`src/rtl/ysyx_23060278_ifu.sv`:
```
// Instruction fetch unit: reads pc, fetches one word from imem, holds it for the decoder,
// and pulses pc_wen when the decoder accepts it.
module ysyx_23060278_ifu #(
  parameter int unsigned TIMEOUT  = 255,
  parameter logic [31:0] NOP_INST = 32'h0000_0013
) (
  input  logic        clk,
  input  logic        rst,
  input  logic [31:0] pc,
  output logic        pc_wen,
  output logic        imem_req_valid,
  input  logic        imem_req_ready,
  output logic [31:0] imem_req_addr,
  input  logic        imem_rsp_valid,
  input  logic [31:0] imem_rsp_data,
  input  logic        imem_rsp_err,
  output logic        inst_valid,
  input  logic        inst_ready,
  output logic [31:0] inst,
  output logic [31:0] inst_pc,
  output logic        fault,
  output logic [63:0] inst_cnt
);

  typedef enum logic [1:0] {StIdle, StReq, StWait, StHold} state_e;

  localparam logic [16:0] TimeoutCnt = 17'(TIMEOUT);

  state_e      state_q, state_d;
  logic [31:0] inst_q, inst_d;
  logic [31:0] inst_pc_q, inst_pc_d;
  logic        fault_q, fault_d;
  logic [15:0] cnt_q, cnt_d;
  logic [63:0] inst_cnt_q, inst_cnt_d;
  logic [16:0] cnt_inc;

  assign cnt_inc       = {1'b0, cnt_q} + 17'd1;
  assign imem_req_addr = pc;
  assign inst          = inst_q;
  assign inst_pc       = inst_pc_q;
  assign fault         = fault_q;
  assign inst_cnt      = inst_cnt_q;

  always_comb begin
    state_d        = state_q;
    inst_d         = inst_q;
    inst_pc_d      = inst_pc_q;
    fault_d        = fault_q;
    cnt_d          = cnt_q;
    inst_cnt_d     = inst_cnt_q;
    imem_req_valid = 1'b0;
    inst_valid     = 1'b0;
    pc_wen         = 1'b0;
    case (state_q)
      // One bubble so pc settles after reset or after pc_wen.
      StIdle: state_d = StReq;
      StReq: begin
        if (pc[1:0] != 2'b00) begin
          inst_d    = NOP_INST;
          inst_pc_d = pc;
          fault_d   = 1'b1;
          state_d   = StHold;
        end else begin
          imem_req_valid = 1'b1;
          if (imem_req_ready) begin
            inst_pc_d = pc;
            cnt_d     = '0;
            state_d   = StWait;
          end
        end
      end
      StWait: begin
        // A response arriving on the timeout cycle takes priority.
        if (imem_rsp_valid) begin
          inst_d  = imem_rsp_err ? NOP_INST : imem_rsp_data;
          fault_d = imem_rsp_err;
          state_d = StHold;
        end else begin
          cnt_d = cnt_inc[15:0];
          if (cnt_inc == TimeoutCnt) begin
            inst_d  = NOP_INST;
            fault_d = 1'b1;
            state_d = StHold;
          end
        end
      end
      StHold: begin
        inst_valid = 1'b1;
        if (inst_ready) begin
          pc_wen     = 1'b1;
          inst_cnt_d = inst_cnt_q + 64'd1;
          state_d    = StIdle;
        end
      end
      default: state_d = StIdle;
    endcase
  end

  always_ff @(posedge clk) begin
    if (rst) begin
      state_q    <= StIdle;
      inst_q     <= '0;
      inst_pc_q  <= '0;
      fault_q    <= 1'b0;
      cnt_q      <= '0;
      inst_cnt_q <= '0;
    end else begin
      state_q    <= state_d;
      inst_q     <= inst_d;
      inst_pc_q  <= inst_pc_d;
      fault_q    <= fault_d;
      cnt_q      <= cnt_d;
      inst_cnt_q <= inst_cnt_d;
    end
  end

endmodule

```
`config.mk`:
```
export PLATFORM = sky130hd
export DESIGN_NAME = ysyx_23060278_ifu
export DESIGN_NICKNAME = d
export VERILOG_FILES = /design/src/rtl/ysyx_23060278_ifu.sv
export SDC_FILE = /design/constraint.sdc
export NUM_CORES = 1
export LEC_CHECK = 0
export BUFFER_PORTS_ARGS = -buffer_cell sky130_fd_sc_hd__buf_4
export CORE_UTILIZATION = 55
export DETAILED_ROUTE_END_ITERATION = 16
export HOLD_SLACK_MARGIN = 0.06
export MAX_ROUTING_LAYER = met4
export PLACE_DENSITY = 0.89
export SYNTH_ARGS = -nofsm -noshare
export SYNTH_HDL_FRONTEND = slang
export SYNTH_SLANG_ARGS = --single-unit
```
`constraint.sdc`:
```
create_clock -name clk -period 5.5 [get_ports clk]
set_input_delay 0.275 -clock clk [delete_from_list [all_inputs] [get_ports clk]]
set_output_delay 0.275 -clock clk [all_outputs]
set_load 0.005 [all_outputs]
```
# Yosys cells after proc, flatten, opt, wreduce, memory -nomap -nowiden
# Cells that the tools add are included.
# op_classes
addsub,2
n_mul,0
n_div,0
magnitude_cmp,0
n_eq_ne,11
n_shift,0
muxes,26
bitwise_logic,0
n_reduce_logical,9
# ops
cell,n
$mux W32,6
$add A64 B1 Y64 const B,1
$pmux W32 S2,1
$mux W16,3
$pmux W16 S2,1
$add A16 B1 Y17 const B,1
$eq A17 B8 Y1 const B,1
$mux W2,5
$ne A2 B2 Y1 const B,5
$mux W1,8
$pmux W2 S4,1
$ne A3 B3 Y1 const B,2
$reduce_and A3 Y1,2
$reduce_bool A2 Y1,3
$eq A2 B2 Y1 const B,2
$reduce_and A2 Y1,2
$reduce_and A4 Y1,1
$eq A2 B1 Y1 const B,1
$logic_not A2 Y1,1
$pmux W1 S2,1
# totals
reg_bits,147
latch_bits,0
mem_bits_rw,0
mem_bits_ro,0
in_bits,70
out_inout_bits,164
word_cells,54
mem_count,0

# Depth between registers and ports, before layout
# logic_depth
depth_word,5
ltp_mapped,12
depth_no_buf,10

# Least setup slack after synthesis
# Ideal clock, no wire load.
# synth_timing
path_type,register -> register
from,reg cnt_q[1]
to,reg inst_q[10] (netlist: inst[10])
arrival_ns,2.381
slack_ns,2.980
path_stages_with_launch,10
path_buffers,2
period_less_slack_ns,2.520
path_cell_list,dfxtp_1 > ha_1 > nand3_1 > or4_4 > mux2i_2 > a2111oi_2 > and2_1 > buf_6 > buf_12 > o41ai_2
# synth_via
elab_chain_cells,4
# synth_lines
item,line_no,text
from (decl),33,"logic [15:0] cnt_q, cnt_d;"
from (signal assigned),112,cnt_q <= cnt_d;
$add A16 B1 Y17,37,"assign cnt_inc = {1'b0, cnt_q} + 17'd1;"
$eq A17 B8 Y1,80,if (cnt_inc == TimeoutCnt) begin
$ne A3 B3 Y1 (no line),--,
$reduce_and A3 Y1 (no line),--,
to (signal assigned),109,inst_q <= inst_d;
to (decl),30,"logic [31:0] inst_q, inst_d;"
# No other way between the ends.
# A chain may end at the register's enable or synchronous reset.

# Worst setup path in the final report
# layout_timing
from,reg cnt_q[0]
to,reg inst_q[5] (netlist: inst[5])
# Same word-level chain as after synthesis.

==> impl_results.md <==
- CTS tree: yes
- Vias in the first global route: 6,186
- Flops & latches, synth: 147
- PwrDens: between 300 and 400 nW/µm²
- Setup CP Type: reg -> reg
- Worst Path Arrival: approximately 3.5 ns
- M1 WL: 7790 µm
- Area Growth Syn to Fin: 30.2%
- Final Max Tran Viols: 0
- Die Area: 13,500 µm²
- Largest net degree at the start of global routing: 86
- Sequential fraction of the synthesis area: 0.411
- DRT antenna net count: 0
- Sink Count: 147
- H-tree depth: 4
- Ys Warns: 0
- Req. time, crit path: 5.76 ns
- Clock Latency Late Sink: about 0.42 ns
- Setup TNS: 0 ns
- Share of layout cells above drive strength 1: 0.309
- First-pass GRT wire length: roughly 30,000 µm
- Die height: 116 µm
- Number of max-cap violations: 0
- DR vias/cell: between 5 and 6
- Slew headroom: 0.210
- Worst-Margin Slew: 1.19 ns
- Core Area: 12,700 µm²
- CP max FO: 33
- Cell Area, Synth: 7160 µm²
- Top_reg_cell synth: dfxtp_1
- DP Wirelength: 12,600 µm
- Critical register-to-register path startpoint: cnt_q[0]
- I/O pins: 234
- Yosys top cell area share: 0.411
- Drt wl/cell: ~16 µm
- DRT Pass-1 Iters: 6
- Cell Area, Placed: ~8700 µm²
- DRC viols: 0
- 1st-iter DRT viols: 532
- DRT Wirelength: 19,200 µm
- Ant. Diodes: 0
- Grt ovf: 0
- Tot GR Track Use: 0.291
- Status: finished clean
- Synth area leaders: dfxtp_1 41%, o41ai_2 6.6%, nand2_1 5.1%
- Avg Inst Size Synth: between 8 and 9 µm²
- Period utilization: 0.597
- Fmax achieved: 305 MHz
- Mapped Nets: 903
- # port buffers: ~230
- Setup violators final: 0
- Via Count: 6,735
- Post-route cell area: 9330 µm²
- Initial Util: 0.565
- CTS max path bufs: 2
- Setup Skew: 0.00642 ns
- Hold Crit Class: in -> reg
- Hold Vio Cnt, Final: 0
- HP Start: imem_rsp_data[6]
- Top Metal Used: met4
- Initial antenna violation count: 0
- Leakage: about 3.9 nW
- EDFF count, synth: 0
- Worst Setup Start Kind: flop
- Leading area contributor after synthesis: dfxtp_1
- Worst setup EP type: flop
- Worst ir drop on vdd: roughly 0.00021 V
- Met2 Wirelength: approximately 9800 µm
- Root Buffer: clkbuf_16
- Min Tclk post-route: 3.28 ns
- Synth cell types: 60
- Post-synth ARST share: 0
- CP startpoint: cnt_q[0]
- Number of nets in the layout: 1,083
- Row count: 41
- Die Width: 116 µm
- Clock-pin slew on the worst setup and hold paths: 0.06 ns
- Post-Syn Instances: ~830
- TritonCTS buffer count: 17
- RSZ-0062 raised after global routing: false
- Routability cong.: 0.846
- Wire length on met3: 1080 µm
report_power, final:
group          switching [mW]  internal, mW  leakage, nW
registers              0.0561          1.15         1.19
logic                   0.334         0.251         2.41
clock network           0.437         0.671        0.271
per-stage QoR:
step	utilization	setup WS, ns	hold slack [ns]	power, mW	std cells
after global routing	0.736	2.03	0.0715	3.03	1190
final	0.736	2.22	0.0729	2.90	1190
after CTS	0.736	2.22	0.0631	2.91	1190
after detailed placement	0.684	2.25	0.447	1.80	1149
after floorplan	-	2.98	0.395	1.55	826
after global placement	0.684	2.37	0.443	1.78	1149
cell families (layout without fill, tap and decap cells):
kind of cell / count (synthesis) / in the layout / share of synthesized area
buffers and inverters: 133 / 325 / 0.0959
DFF: 147 / 147 / 0.411
and+or+nand+nor: 312 / 312 / 0.218
AOI/OAI and AO/OA: 168 / 168 / 0.190
adders and majority gates: 7 / 7 / 0.0122
xor gates and xnor gates: 57 / 57 / 0.0697
muxes: 2 / 2 / 0.00332
cells in the mapped netlist (2+ instances only):
cell,instances
or3_1,13
and3_1,12
xor2_1,33
ha_1,7
nand3_1,23
clkbuf_1,41
and2_1,8
o31ai_1,2
nor4_1,5
a22o_1,2
nor3_1,8
and3_2,2
o41ai_2,29
nand3_2,2
nand2_1,97
nor2b_1,3
a32oi_1,30
a21oi_1,62
nand4b_1,4
a21o_1,3
buf_2,8
o31a_1,4
buf_12,3
and4_1,13
buf_4,32
dfxtp_1,147
o21ai_0,24
nand3b_1,3
o221a_2,3
nor3_2,2
xnor2_1,24
inv_1,46
nor2_1,87
nand4_1,18
metal layers:
layer,up-vias,GRT usage
met1,3224,0.345
met4,0,0.105
li1,3223,-
met3,45,0.0727
met5,-,-
met2,243,0.481
cell usage in the layout, fill, tap and decap left out, drive strengths merged, types with 4 or more instances in the layout:
cell type	Yosys	layout
buf	44	237
dfxtp	147	147
nand2	97	97
nor2	87	87
a21oi	62	62
inv	46	46
xor2	33	33
a32oi	30	30
o41ai	29	29
nand3	25	25
xnor2	24	24
o21ai	24	24
nand4	20	20
clkbuf	42	20
or3	14	14
and3	14	14
and4	13	13
dlygate4sd3	0	10
nor3	10	10
and2	9	9
ha	7	7
clkinv	1	7
nor4	6	6
o31a	4	4
nand4b	4	4
critical path, cell delays in order, from the launching register on:
cell and delay (ns):
dfxtp_1 0.49, ha_1 0.31, nand3_1 0.18, or4_4 0.61, mux2i_2 0.17, a2111oi_2 0.37, and2_2 0.85, o41ai_2 0.12
area by class of cell:
type / instances / area [µm²]
Fill cell: 876 / 3340
Inverter: 47 / 176
Multi-Input combinational cell: 546 / 3550
Clock inverter: 11 / 113
Tap cell: 172 / 215
Sequential cell: 147 / 2940
Clock buffer: 20 / 447
Timing Repair Buffer: 247 / 1880
path summary, 6_finish.rpt:
path	endpoint	slack [ns]	cells after the start
worst max-delay path	inst[5]	2.22	7
worst min-delay path	inst[6]	0.07	3
worst max register to register	inst[5]	2.22	7
worst min register to register	inst_pc[11]	0.45	2
flip-flops by register name, indices dropped and copies added (netlist names):
register	flops
state_q	2
fault	1
inst	32
inst_cnt	64
cnt_q	16
inst_pc	32
timing repair:
item	CTS	global route
resized for setup	0	0
hold buffers	10	0
setup buffers	0	0
hold endpoints to repair	10	0
No activity file was read; power rests on OpenSTA's default activity.
